File: config.mk
export PLATFORM = sky130hd
export DESIGN_NAME = node_gen2
export DESIGN_NICKNAME = d
export VERILOG_FILES = /design/src/rtl/node_gen2.sv
export SDC_FILE = /design/constraint.sdc
export NUM_CORES = 1
export LEC_CHECK = 0
export CAP_MARGIN = 5
export CORE_MARGIN = 2
export CORE_UTILIZATION = 52
export DETAILED_ROUTE_END_ITERATION = 7
export PLACE_DENSITY = 0.75
export SETUP_SLACK_MARGIN = 0.05
export SYNTH_ARGS = -nofsm -noshare
export SYNTH_HDL_FRONTEND = slang
export SYNTH_SLANG_ARGS = --single-unit
File: constraint.sdc
create_clock -name clock -period 3.6 [get_ports clock]
set_clock_uncertainty 0.15 [all_clocks]
set_input_delay 0.72 -clock clock [delete_from_list [all_inputs] [get_ports clock]]
set_output_delay 0.72 -clock clock [all_outputs]
set_load 0.02 [all_outputs]
File: src/rtl/node_gen2.sv
// node_gen2: NoC endpoint that queues host packets, serialises them into flits toward a router, and reassembles inbound flits into a receive queue.
// Ports:
//   clock, reset             : single clock, synchronous active-high reset
//   pkt_in, pkt_in_avail     : host packet write into the DEPTH-entry transmit FIFO
//   cQ_full, cQ_count        : transmit FIFO status
//   pkt_out, pkt_out_avail,
//   pkt_out_ready            : head of the OUT_DEPTH-entry receive queue, valid/ready drain
//   free_outbound, put_outbound,
//   payload_outbound         : outbound flit link, MSB flit first
//   free_inbound, put_inbound,
//   payload_inbound          : inbound flit link, gaps allowed inside a packet
//   protocol_err             : sticky, a packet-start flit arrived while not permitted
module node_gen2 #(
  parameter int PKT_W     = 32,
  parameter int FLIT_W    = 8,
  parameter int DEPTH     = 4,
  parameter int OUT_DEPTH = 2
) (
  input  logic                         clock,
  input  logic                         reset,
  input  logic [PKT_W-1:0]             pkt_in,
  input  logic                         pkt_in_avail,
  output logic                         cQ_full,
  output logic [$clog2(DEPTH+1)-1:0]   cQ_count,
  output logic [PKT_W-1:0]             pkt_out,
  output logic                         pkt_out_avail,
  input  logic                         pkt_out_ready,
  input  logic                         free_outbound,
  output logic                         put_outbound,
  output logic [FLIT_W-1:0]            payload_outbound,
  output logic                         free_inbound,
  input  logic                         put_inbound,
  input  logic [FLIT_W-1:0]            payload_inbound,
  output logic                         protocol_err
);
  localparam int N  = PKT_W / FLIT_W;
  localparam int CW = $clog2(DEPTH + 1);
  localparam int PW = DEPTH > 1 ? $clog2(DEPTH) : 1;
  localparam int NW = $clog2(N);
  localparam int RW = $clog2(OUT_DEPTH + 1);
  localparam int AW = PKT_W - FLIT_W;
  if (PKT_W % FLIT_W != 0 || PKT_W / FLIT_W < 2) begin : g_bad_width
    $error("node_gen2: PKT_W must be a multiple of FLIT_W with at least two flits");
  end
  if (DEPTH < 1 || OUT_DEPTH < 1) begin : g_bad_depth
    $error("node_gen2: DEPTH and OUT_DEPTH must be at least 1");
  end
  typedef enum logic {IDLE, SEND} tx_state_t;
  tx_state_t        state;
  logic [PKT_W-1:0] mem [DEPTH];
  logic [PW-1:0]    wr_ptr, rd_ptr;
  logic [PKT_W-1:0] sr;
  logic [NW-1:0]    c;
  logic             push, pop;
  assign cQ_full = cQ_count == CW'(DEPTH);
  assign push    = pkt_in_avail && !cQ_full;
  // put_outbound still high means the last flit just left; holding off one
  // cycle guarantees the idle gap between consecutive packets.
  assign pop     = state == IDLE && !put_outbound && cQ_count != '0 && free_outbound;
  always_ff @(posedge clock)
    if (push) mem[wr_ptr] <= pkt_in;
  always_ff @(posedge clock) begin
    if (reset) begin
      wr_ptr           <= '0;
      rd_ptr           <= '0;
      cQ_count         <= '0;
      state            <= IDLE;
      sr               <= '0;
      c                <= '0;
      put_outbound     <= 1'b0;
      payload_outbound <= '0;
    end else begin
      if (push) wr_ptr <= wr_ptr == PW'(DEPTH-1) ? '0 : wr_ptr + PW'(1);
      if (pop) rd_ptr <= rd_ptr == PW'(DEPTH-1) ? '0 : rd_ptr + PW'(1);
      cQ_count <= cQ_count + CW'(push) - CW'(pop);
      if (state == SEND) begin
        payload_outbound <= sr[PKT_W-1 -: FLIT_W];
        sr               <= sr << FLIT_W;
        c                <= c + NW'(1);
        if (c == NW'(N-1)) begin
          state <= IDLE;
          c     <= '0;
        end
      end else if (pop) begin
        payload_outbound <= mem[rd_ptr][PKT_W-1 -: FLIT_W];
        sr               <= mem[rd_ptr] << FLIT_W;
        put_outbound     <= 1'b1;
        c                <= NW'(1);
        state            <= SEND;
      end else begin
        put_outbound <= 1'b0;
      end
    end
  end
  logic [AW-1:0]    shreg;
  logic [NW-1:0]    rx_cnt, rx_cnt_n;
  logic [RW-1:0]    rx_count, rx_count_n, widx;
  logic [PKT_W-1:0] q [OUT_DEPTH];
  logic             bad, acc, done, rpop;
  assign pkt_out = q[0];
  always_comb begin
    bad        = put_inbound && rx_cnt == '0 && !free_inbound;
    acc        = put_inbound && !bad;
    done       = acc && rx_cnt == NW'(N-1);
    rpop       = pkt_out_avail && pkt_out_ready;
    rx_cnt_n   = done ? '0 : acc ? rx_cnt + NW'(1) : rx_cnt;
    rx_count_n = rx_count + RW'(done) - RW'(rpop);
    widx       = rx_count - RW'(rpop);
  end
  always_ff @(posedge clock) begin
    if (reset) begin
      rx_cnt        <= '0;
      rx_count      <= '0;
      shreg         <= '0;
      free_inbound  <= 1'b1;
      protocol_err  <= 1'b0;
      pkt_out_avail <= 1'b0;
    end else begin
      rx_cnt        <= rx_cnt_n;
      rx_count      <= rx_count_n;
      if (acc) shreg <= AW'({shreg, payload_inbound});
      if (bad) protocol_err <= 1'b1;
      free_inbound  <= rx_cnt_n == '0 && rx_count_n < RW'(OUT_DEPTH);
      pkt_out_avail <= rx_count_n != '0;
    end
  end
  // Receive queue is a shift array so the head is always a plain register.
  for (genvar i = 0; i < OUT_DEPTH; i++) begin : g_q
    logic [PKT_W-1:0] above;
    if (i < OUT_DEPTH - 1) begin : g_mid
      assign above = q[i+1];
    end else begin : g_tail
      assign above = '0;
    end
    always_ff @(posedge clock)
      if (reset) q[i] <= '0;
      else if (done && widx == RW'(i)) q[i] <= {shreg, payload_inbound};
      else if (rpop) q[i] <= above;
  end
endmodule

==> results.yml, run 1 <==
global_route:
  grt_pass1_wl_um: 36400
  grt_usage: 0.209
  grt_pass1_vias: 7011
  antenna_found_initial: 0
  grt-ovfl-total: 0
  grt_max_degree: 74
min_path:
  min_to: "sr[27]"
  hp-class: "register to register"
  min_path_cells: 2
  hold_start: "sr[19]"
power_and_ir_drop:
  p_leak_nw: 4.25
  power.share.combinational: 0.221
  p_clk_frac: 0.318
  p_per_area_nw_per_um2: 676
  seq_power_share: 0.461
  p_int_mw: 6.26
  switching_share: 0.287
  power_switching_mw: 2.52
  finalPower_mw: 8.78
  vdd_drop_max_v: 0.000739
timing:
  rsz0062_at_grt: "no"
  slew_viol_final: 0
  finalCritPeriodShare: 0.880
  clock.fmax_mhz: 316
  setup_ws_ns: 0.432
  finalHoldWorstSlack_ns: 0.338
  tightest_slew_ns: 1.18
  setup_violations: 0
  min_period_ns: 3.17
  hold_viol: 0
  maxSlewHeadroom: 0.213
  tns_ns: 0
clock_tree:
  postCtsResizedCells: 0
  clock_sinks: 268
  root_buffer: "clkbuf_16"
  hold_buffers: 0
  path_clk_slew_ns: 0.06
  cts_buffers: 28
  htreeDepth: 1
  cts_tree: "yes"
  clockBufferDepth: 3
  postCtsSetupBuffers: 0
  clock_latency_ns: 0.52
setup_path:
  crit_type: "register to primary output"
  worstPathArrival_ns: 2.30
  crit_fanout: 6
  path_cells: "or3b_2 > inv_1 > clkdlybuf4s50_1"
  rr_startpoint: "cQ_count[2]"
  slowest_stage: "clkdlybuf4s50_1"
  slowest_delay_ns: 0.63
  reg2reg_to: "cQ_count[2]"
  startpoint_type: "register"
  crit_required_ns: 2.73
  end_kind: "primary output"
  r2r_cells: 12
  r2r_slack_ns: 0.79
placement:
  dp.cells: 1090
  dp_slack_ns: 0.425
  detailed_place_hpwl_um: 14000
  place_area_um2: 12100
  io_buffers: 93
  gp_congestion: 0.799
routing:
  drc_errors: 2
  post_drt_via_cell_ratio: 6.01
  wl_per_cell_um: 20.1
  final_antenna_net_count: 0
  firstDrtPassIters: 8
  drt_wl_total_um: 23000
  vias: 6852
  drtIter0Drc: 566
floorplanning:
  num_io_pins: 94
  chipWidth_um: 149
  fp.dieH_um: 149
  rows: 52
  initial_core_util: 0.534
  die_area_um2: 22100
  core_area_um2: 20400
yosys:
  syn_avg_cell_area_um2: 14.1
  ys_ff_latch: 268
  synth.most_common_cell: "edfxtp_1"
  yosys_warnings: 0
  synth_ff_type: "edfxtp_1"
  syn_nets: 832
  synth_area_leaders: "edfxtp_1 53%, dfxtp_1 14%, mux4_2 6.6%"
  synth_edf_count: 192
  syn_area_um2: 10900
  yosysTopAreaCellShare: 0.529
  synth-seq-area-share: 0.668
  async_reset_ff_frac: 0
  synth_area_leader_cell: "edfxtp_1"
  ys_types: 44
  ys_top_cells_by_count: "192 x edfxtp_1, 78 x nand3_1, 76 x dfxtp_1"
  synthCells: 772
outcome:
  violations: "design-rule violations"
  run_status: "finished, violations left"
cells_and_area:
  nets: 910
  diodes: 0
  layout-drive-gt1-share: 0.134
  stdcell_count: 1141
  final_util: 0.636
  area_growth_pct: 19.1
  final_area_um2: 13000
  nFillCells: 1509
flow_run:
  maxCapViolCount: 0
-- final cells by class --
| type | count | area (um^2) | area share |
|---|---|---|---|
| multi-input cells | 423 | 3270 | 0.252 |
| clock inverters | 7 | 47.5 | 0.00366 |
| clock buffers | 44 | 872 | 0.0671 |
| flip-flops and latches | 268 | 7290 | 0.561 |
| inverters | 15 | 56.3 | 0.00434 |
| repair buffers | 114 | 1110 | 0.0855 |
| well taps | 270 | 338 | 0.0260 |
-- cells in the final DEF (no fill, tap or decap), types with 13 or more instances in the layout --
cell type          n
mux4_2            32
clkdlybuf4s50_1   92
edfxtp_1         192
inv_1             14
o211ai_1          20
clkbuf_16         29
nand2_1           58
a21oi_1           33
a31oi_1           20
ha_1              13
o21ai_0           31
mux2i_1           36
buf_4             20
nand3_1           78
dfxtp_1           75
nor3b_1           23
-- metal layers --
metal  wire, um  global-route usage
met3       1290              0.0339
met1       9140               0.261
met5          0                   0
met2      12000               0.376
met4        561              0.0610
-- power groups by stage --
stage	combinational [mW]	sequential (mW)	clock, mW
finish	1.94	4.05	2.79
global route	2.10	4.09	2.96
CTS	1.95	4.05	2.82
detailed placement	1.94	4.11	0
global placement	1.88	4.09	0
floorplan	1.18	4.13	0
-- cells by family after synthesis --
group,share of synthesized area
muxes,0.0992
and+or+nand+nor,0.111
adders and majority gates,0.0168
xor gates and xnor gates,0.00367
AOI/OAI and AO/OA,0.0689
buffers and inverters,0.0326
DFF,0.668
-- worst max-delay path: cells and delay by family (launching register included) --
| family | cells | cell delay (ns) |
|---|---|---|
| AND/OR/NAND/NOR | 1 | 0.53 |
| buffers and inverters | 2 | 0.78 |
| flip-flops | 1 | 0.47 |
-- flip-flops by register name (all words and copies together) (netlist names), 2 cells and up, named ones only --
signal            cells
mem                 128
q                    64
shreg                24
sr                   24
payload_outbound      8
cQ_count              3
c                     2
rd_ptr                2
rx_cnt                2
rx_count              2
wr_ptr                2
-- worst max-delay path by stage --
stage / start / to / slack (ns) / cells past startpoint
after floorplan: pkt_out_ready / q[0][0] / 0.21 / 8
after global placement: free_outbound / cQ_count[2] / 0.52 / 12
after detailed placement: free_outbound / cQ_count[2] / 0.42 / 12
after CTS: cQ_count[2] / cQ_full / 0.42 / 3
after global routing: cQ_count[2] / cQ_full / 0.36 / 3
final: cQ_count[2] / cQ_full / 0.43 / 3
Power figures use the tool's default switching activity.
==> run 2: changes to the inputs <==
ABC_AREA = 0   (was default)
==> results of run 2 <==
No change in the layout: final DEF, timing and power equal those of run 1.
